$ cat src/rtl/serial_add_pkg.sv
// Shared constants for the bit-serial adder: FSM encodings and the
// bit-counter width helper.
package serial_add_pkg;

  localparam logic [1:0] ST_IDLE = 2'd0;
  localparam logic [1:0] ST_RUN  = 2'd1;
  localparam logic [1:0] ST_DONE = 2'd2;

  // Counter must index bits 0..width-1; never narrower than one bit.
  function automatic int cnt_width(input int width);
    return (width <= 2) ? 1 : $clog2(width);
  endfunction

endpackage

$ cat src/rtl/serial_add_full_add.sv
// Gate-level one-bit full adder, the additive twin of full_sub.
module full_add (
  input  logic a,
  input  logic b,
  input  logic ci,
  output logic s,
  output logic co
);

  logic axb;

  assign axb = a ^ b;
  assign s   = axb ^ ci;
  assign co  = (a & b) | (axb & ci);

endmodule

$ cat src/rtl/serial_add.sv
// Bit-serial ripple adder: one full-adder cell and a carry flop process
// one bit per clock, LSB first, behind a start/busy/done handshake.
//
// Handshake: start is sampled only in IDLE or DONE; the accepting edge
// captures a/b/ci. busy is high for the WIDTH RUN cycles, done pulses for
// one cycle when sum/co become valid, and sum/co hold until the next
// completion (they are never partial).
module serial_add
  import serial_add_pkg::*;
#(
  parameter int WIDTH = 8
) (
  input  logic             clk,
  input  logic             rst,
  input  logic             start,
  input  logic [WIDTH-1:0] a,
  input  logic [WIDTH-1:0] b,
  input  logic             ci,
  output logic             busy,
  output logic             done,
  output logic [WIDTH-1:0] sum,
  output logic             co
);

  localparam int CW = cnt_width(WIDTH);
  localparam logic [CW-1:0] LAST = CW'(WIDTH - 1);

  logic [1:0]       state;
  logic [WIDTH-1:0] op_a;
  logic [WIDTH-1:0] op_b;
  logic             carry;
  logic [CW-1:0]    cnt;
  logic             fa_s;
  logic             fa_c;
  logic [WIDTH-1:0] res_next;

  full_add u_fa (
    .a  (op_a[0]),
    .b  (op_b[0]),
    .ci (carry),
    .s  (fa_s),
    .co (fa_c)
  );

  // res_next is the result register after this edge's shift; the last
  // edge's value is the complete sum, so only WIDTH-1 bits need storage.
  if (WIDTH == 1) begin : g_res_w1
    assign res_next = fa_s;
  end else begin : g_res_wn
    logic [WIDTH-2:0] res;

    always_ff @(posedge clk or posedge rst) begin
      if (rst) begin
        res <= '0;
      end else if (state == ST_RUN) begin
        res <= res_next[WIDTH-1:1];
      end
    end

    assign res_next = {fa_s, res};
  end

  always_ff @(posedge clk or posedge rst) begin
    if (rst) begin
      state <= ST_IDLE;
      op_a  <= '0;
      op_b  <= '0;
      carry <= 1'b0;
      cnt   <= '0;
      sum   <= '0;
      co    <= 1'b0;
    end else begin
      case (state)
        ST_IDLE, ST_DONE: begin
          if (start) begin
            op_a  <= a;
            op_b  <= b;
            carry <= ci;
            cnt   <= '0;
            state <= ST_RUN;
          end else begin
            state <= ST_IDLE;
          end
        end
        ST_RUN: begin
          op_a  <= op_a >> 1;
          op_b  <= op_b >> 1;
          carry <= fa_c;
          cnt   <= cnt + 1'b1;
          if (cnt == LAST) begin
            sum   <= res_next;
            co    <= fa_c;
            state <= ST_DONE;
          end
        end
        default: state <= ST_IDLE;
      endcase
    end
  end

  assign busy = (state == ST_RUN);
  assign done = (state == ST_DONE);

endmodule
$ cat config.mk
export PLATFORM = sky130hd
export DESIGN_NAME = serial_add
export DESIGN_NICKNAME = d
export VERILOG_FILES = /design/src/rtl/serial_add_pkg.sv /design/src/rtl/serial_add_full_add.sv /design/src/rtl/serial_add.sv
export SDC_FILE = /design/constraint.sdc
export NUM_CORES = 1
export LEC_CHECK = 0
export ABC_AREA = 0
export CAP_MARGIN = 10
export CORE_MARGIN = 2
export CORE_UTILIZATION = 45
export CTS_CLUSTER_DIAMETER = 150
export DETAILED_ROUTE_END_ITERATION = 7
export PLACE_DENSITY = 0.74
export SLEW_MARGIN = 15
export SYNTH_ARGS = -nofsm -noshare
export SYNTH_HDL_FRONTEND = slang
export SYNTH_SLANG_ARGS = --single-unit
$ cat constraint.sdc
create_clock -name clk -period 3.9 [get_ports clk]
set_clock_uncertainty 0.05 [all_clocks]
set_input_delay 0.78 -clock clk [delete_from_list [all_inputs] [get_ports clk]]
set_output_delay 0.78 -clock clk [all_outputs]
set_load 0.03 [all_outputs]
# Word level (Yosys, flattened, before mapping)
# Index checks and enable logic that the tools add are counted.
[totals]
elab_cells = 35
in_bits = 20
regBits = 38
output_inout_bits = 11
[classes]
bitwise = 5
reduce_logical = 5
eq_ne = 5
n_mux = 11
add_sub_neg = 1
[op_table]
columns = ["op", "n"]
rows = [
  ["8-bit one-hot mux with 2 select lines", 2],
  ["8-bit 2-to-1 mux", 2],
  ["3-bit one-hot mux with 2 select lines", 1],
  ["2-bit one-hot mux with 2 select lines", 1],
  ["2-bit AND reduction", 2],
  ["3-bit by 1-bit adder with 3-bit output (second input constant)", 1],
  ["3-bit equality test (second input constant)", 1],
  ["3-bit 2-to-1 mux", 1],
  ["1-bit bitwise AND", 2],
  ["2-bit by 1-bit equality test with 1-bit output (second input constant)", 1],
  ["2-bit equality test (second input constant)", 1],
  ["2-bit zero test", 1],
  ["1-bit 2-to-1 mux", 2],
  ["2-bit 2-to-1 mux", 1],
  ["2-bit by 1-bit != test with 1-bit output (second input constant)", 1],
  ["2-bit != test (second input constant)", 1],
  ["1-bit one-hot mux with 2 select lines", 1],
  ["2-bit nonzero test", 1],
  ["2-bit OR reduction", 1],
  ["1-bit XOR", 2],
  ["1-bit bitwise OR", 1],
]

# Depth between registers and ports, before layout
[logic_depth]
word_depth = 4
mapped_depth = 5

# Hierarchy
# A second synthesis with hierarchy kept.
[hier_totals]
cells_unflattened = 147
area_unflattened_um2 = 1697.9
[modules_own_cells]
columns = ["module", "n_inst", "cells_per_inst", "area_per_inst_um2"]
rows = [
  ["serial_add", 1, 146, 1677.9],
  ["full_add", 1, 1, 20.0],
]

# Worst setup path after synthesis
# OpenSTA, ideal clock, no wires.
[synth_timing]
kind = "register -> output"
start = "reg state[1]"
end = "out done"
required_time_ns = 3.070
setup_slack_ns = 1.841
n_path_buf = 2
arrival_ns = 1.229
path_stages_with_launch = 4
path_cell_list = "dfrtp_1 -> buf_6 -> buf_6 -> nor2b_1"
[synth_between]
elab_chain_cells = 1
[synth_rtl]
columns = ["item", "line", "text"]
rows = [
  ["start, declared", "serial_add.sv:28", "logic [1:0] state;"],
  ["start signal, assigned", "serial_add.sv:65", "state <= ST_IDLE;"],
  ["start signal, assigned", "serial_add.sv:80", "state <= ST_RUN;"],
  ["start signal, assigned", "serial_add.sv:82", "state <= ST_IDLE;"],
  ["2-bit equality test", "serial_add.sv:102", "assign done = (state == ST_DONE);"],
  ["end, declared", "serial_add.sv:20", "output logic done,"],
]
# Every way passes these cells.

# Worst setup path after layout
[layout_timing]
start = "reg state[0]"
end = "out busy"
[layout_between]
elab_chain_cells = 1
[layout_rtl]
columns = ["item", "line", "text"]
rows = [
  ["2-bit by 1-bit equality test with 1-bit output", "serial_add.sv:101", "assign busy = (state == ST_RUN);"],
  ["end, declared", "serial_add.sv:19", "output logic busy,"],
]
# Every way passes these cells.

==> metrics.md <==
| Metric | Value |
|---|---|
| Status | `complete, no violations` |
| Most used flip-flop cell after synthesis | `dfrtp_1` |
| Synthesized net count | `176` |
| Initial core utilization | `46.2%` |
| Crit path launch | `state[0]` |
| Area of the mapped netlist | `0.00183 mm^2` |
| Initial DRC count | `56` |
| Worst r2r src | `state[0]` |
| Number of distinct library cells after synthesis | `24` |
| Crit Path Class | `register to output pin` |
| Clock transition at path regs | `0.07 ns` |
| Area leader, netlist | `dfrtp_1` |
| H-tree depth | `2` |
| Ys Warns | `0` |
| Die width | `67.8 um` |
| Core area | `0.00397 mm^2` |
| Yosys reg bits | `38` |
| WL final | `3490 um` |
| Synth top area share | `51.9%` |
| Final Hold Viols | `0` |
| Commonest non-fill, non-tap cells in the layout | `38 x dfrtp_1, 30 x clkdlybuf4s50_1, 18 x mux2_2` |
| Non-filler cells, final | `236` |
| Vias in the first global route | `1211` |
| GRT Total Usage | `16.5%` |
| Max clock buf depth | `2` |
| HPWL after DPL | `2460 um` |
| Die height | `67.8 um` |
| Tcrit/Tclk final | `78.8%` |
| Max-cap violations | `0` |
| Area Overhead vs Synth | `23.3%` |
| Postcts setup bufs | `0` |
| Post-synth EDFFs | `0` |
| Final nets | `208` |
| CTS tree | `built` |
| Power per Cell Area | `776 mW/mm^2` |
| Type of origin of the critical path | `register` |
| CTS Buf Count | `5` |
| Slew HR | `55.9%` |
| Total power draw | `1.75 mW` |
| Final instance area | `0.00226 mm^2` |
| Via/cell ratio | `5.31` |
| Setup TNS | `0 ns` |
| Layout cells sized above 1 | `17.2%` |
| WP data arrival | `2.24 ns` |
| RSZ-0062 raised after global routing | `false` |
| Leakage | `0.923 nW` |
| # DRC | `0` |
| Avg Inst Size Synth | `12.0 um^2` |
| CP max FO | `23` |
| Max Slew Vio Count | `0` |
| Sequential area share after synthesis | `51.9%` |
| Placed inst area | `0.00217 mm^2` |
| R2R Setup Slk | `1.95 ns` |
| Worst Path Required | `3.07 ns` |
| Setup violators final | `0` |
| Ys async rst share | `100%` |
| Routed length per placed instance | `14.8 um` |
| CP Capture Type | `output pin` |
| Row cnt | `23` |
| R2r endpoint | `sum[5]` |
| Placer Congestion | `0.772` |
| TritonRoute pass-1 iters | `4` |
| # clock sinks | `38` |
| IR drop worst, VDD | `0.000531 V` |
| Die area | `0.00460 mm^2` |
| Total grt overflow | `0` |
| Worst-skew pair later-pin latency | `0.29 ns` |
| Largest net degree at the start of global routing | `28` |
| IO Pins | `31` |
| Synth Instances | `153` |
| CP endpoint | `busy` |
| Antenna Cells | `0` |
| Inst Count DP | `228` |
| R2R depth | `3` |
| Hold WC Path Type | `register to register` |
| Largest cells by area after synthesis | `dfrtp_1 52%, mux2_2 11%, mux2i_1 8.7%, a211oi_1 5.7%, nor2b_1 5.5%` |
| First-pass GRT wire length | `5530 um` |
| Worst Tran Pin Value | `0.661 ns` |
| Root buf cell | `clkbuf_8` |
| # port buffers | `30` |
| Antenna Nets Post-Route | `0` |
| DR vias | `1252` |
| Final min period | `3.07 ns` |
| Most common cell after layout, fill and taps aside | `dfrtp_1` |
| Cts-stage hold buffer count | `0` |
| Peak Freq | `326 MHz` |
| Initial antenna violation count | `0` |
| PostCTS Resize Cnt | `0` |
==> layout make-up <==
class / instances / area, um^2
flip-flops and latches: 38 / 951
multi-input cells: 102 / 806
fillers: 339 / 1710
clock buffers: 7 / 86.3
clock inverters: 1 / 5.00
well taps: 50 / 62.6
inverters: 3 / 11.3
repair buffers: 35 / 338
==> stage by stage <==
stage                     setup slack [ns]  hold slack (ns)  util, %
after global placement                1.18            0.439     54.6
after floorplan                       1.84            0.427        -
final                                0.829            0.460     56.9
after detailed placement              1.17            0.447     54.6
after CTS                            0.838            0.463     56.9
after global routing                 0.718            0.487     56.9
==> sequential cells by signal, indices dropped and copies added, names as in the netlist <==
signal	count
op_b	8
op_a	8
carry	1
g_res_wn.res	7
co	1
sum	8
cnt	3
state	2
==> worst min-delay path by stage <==
stage / start / to / slack [ns] / depth (start not counted)
after floorplan: g_res_wn.res[0] / g_res_wn.res[0] / 0.43 / 1
after global placement: sum[0] / sum[0] / 0.44 / 1
after detailed placement: sum[0] / sum[0] / 0.45 / 1
after CTS: sum[0] / sum[0] / 0.46 / 1
after global routing: sum[1] / sum[1] / 0.49 / 1
final: sum[1] / sum[1] / 0.46 / 1
==> metal layers <==
layer	global-route usage [%]	vias to the layer above	part of all wire, %
li1	-	605	-
met1	21.1	608	46
met2	25.5	35	46
met3	6.41	4	7.0
met4	6.00	0	1.0
met5	0	-	0
==> report_power, final <==
group | switching [mW] | internal (mW)
Sequential | 0.160 | 0.585
Clock | 0.131 | 0.142
Combinational | 0.346 | 0.389
==> cell usage after synthesis (3+ instances only) <==
| cell type | count |
|---|---|
| dfrtp_1 | 38 |
| mux2_2 | 18 |
| mux2i_1 | 16 |
| nor2b_1 | 16 |
| a211oi_1 | 14 |
| a21oi_1 | 14 |
| o21ai_0 | 5 |
| buf_2 | 4 |
| nand2_1 | 4 |
| inv_1 | 3 |
| nand2b_1 | 3 |
==> worst max-delay path: stages (launching register included) <==
cell,delay [ns]
dfrtp_1,0.77
nor2b_4,0.45
clkdlybuf4s50_1,0.74
==> cells by family (layout without fill, tap and decap cells) <==
family,count (synthesis),count (layout),synth area share [%]
fa+ha+maj,3,3,2.46
buf+inv,13,46,4.16
xor+xnor,1,1,0.478
compound gates,35,35,11.9
simple gates,29,29,9.35
flops,38,38,51.9
mux,34,34,19.8
(Power assumes the default switching activity.)
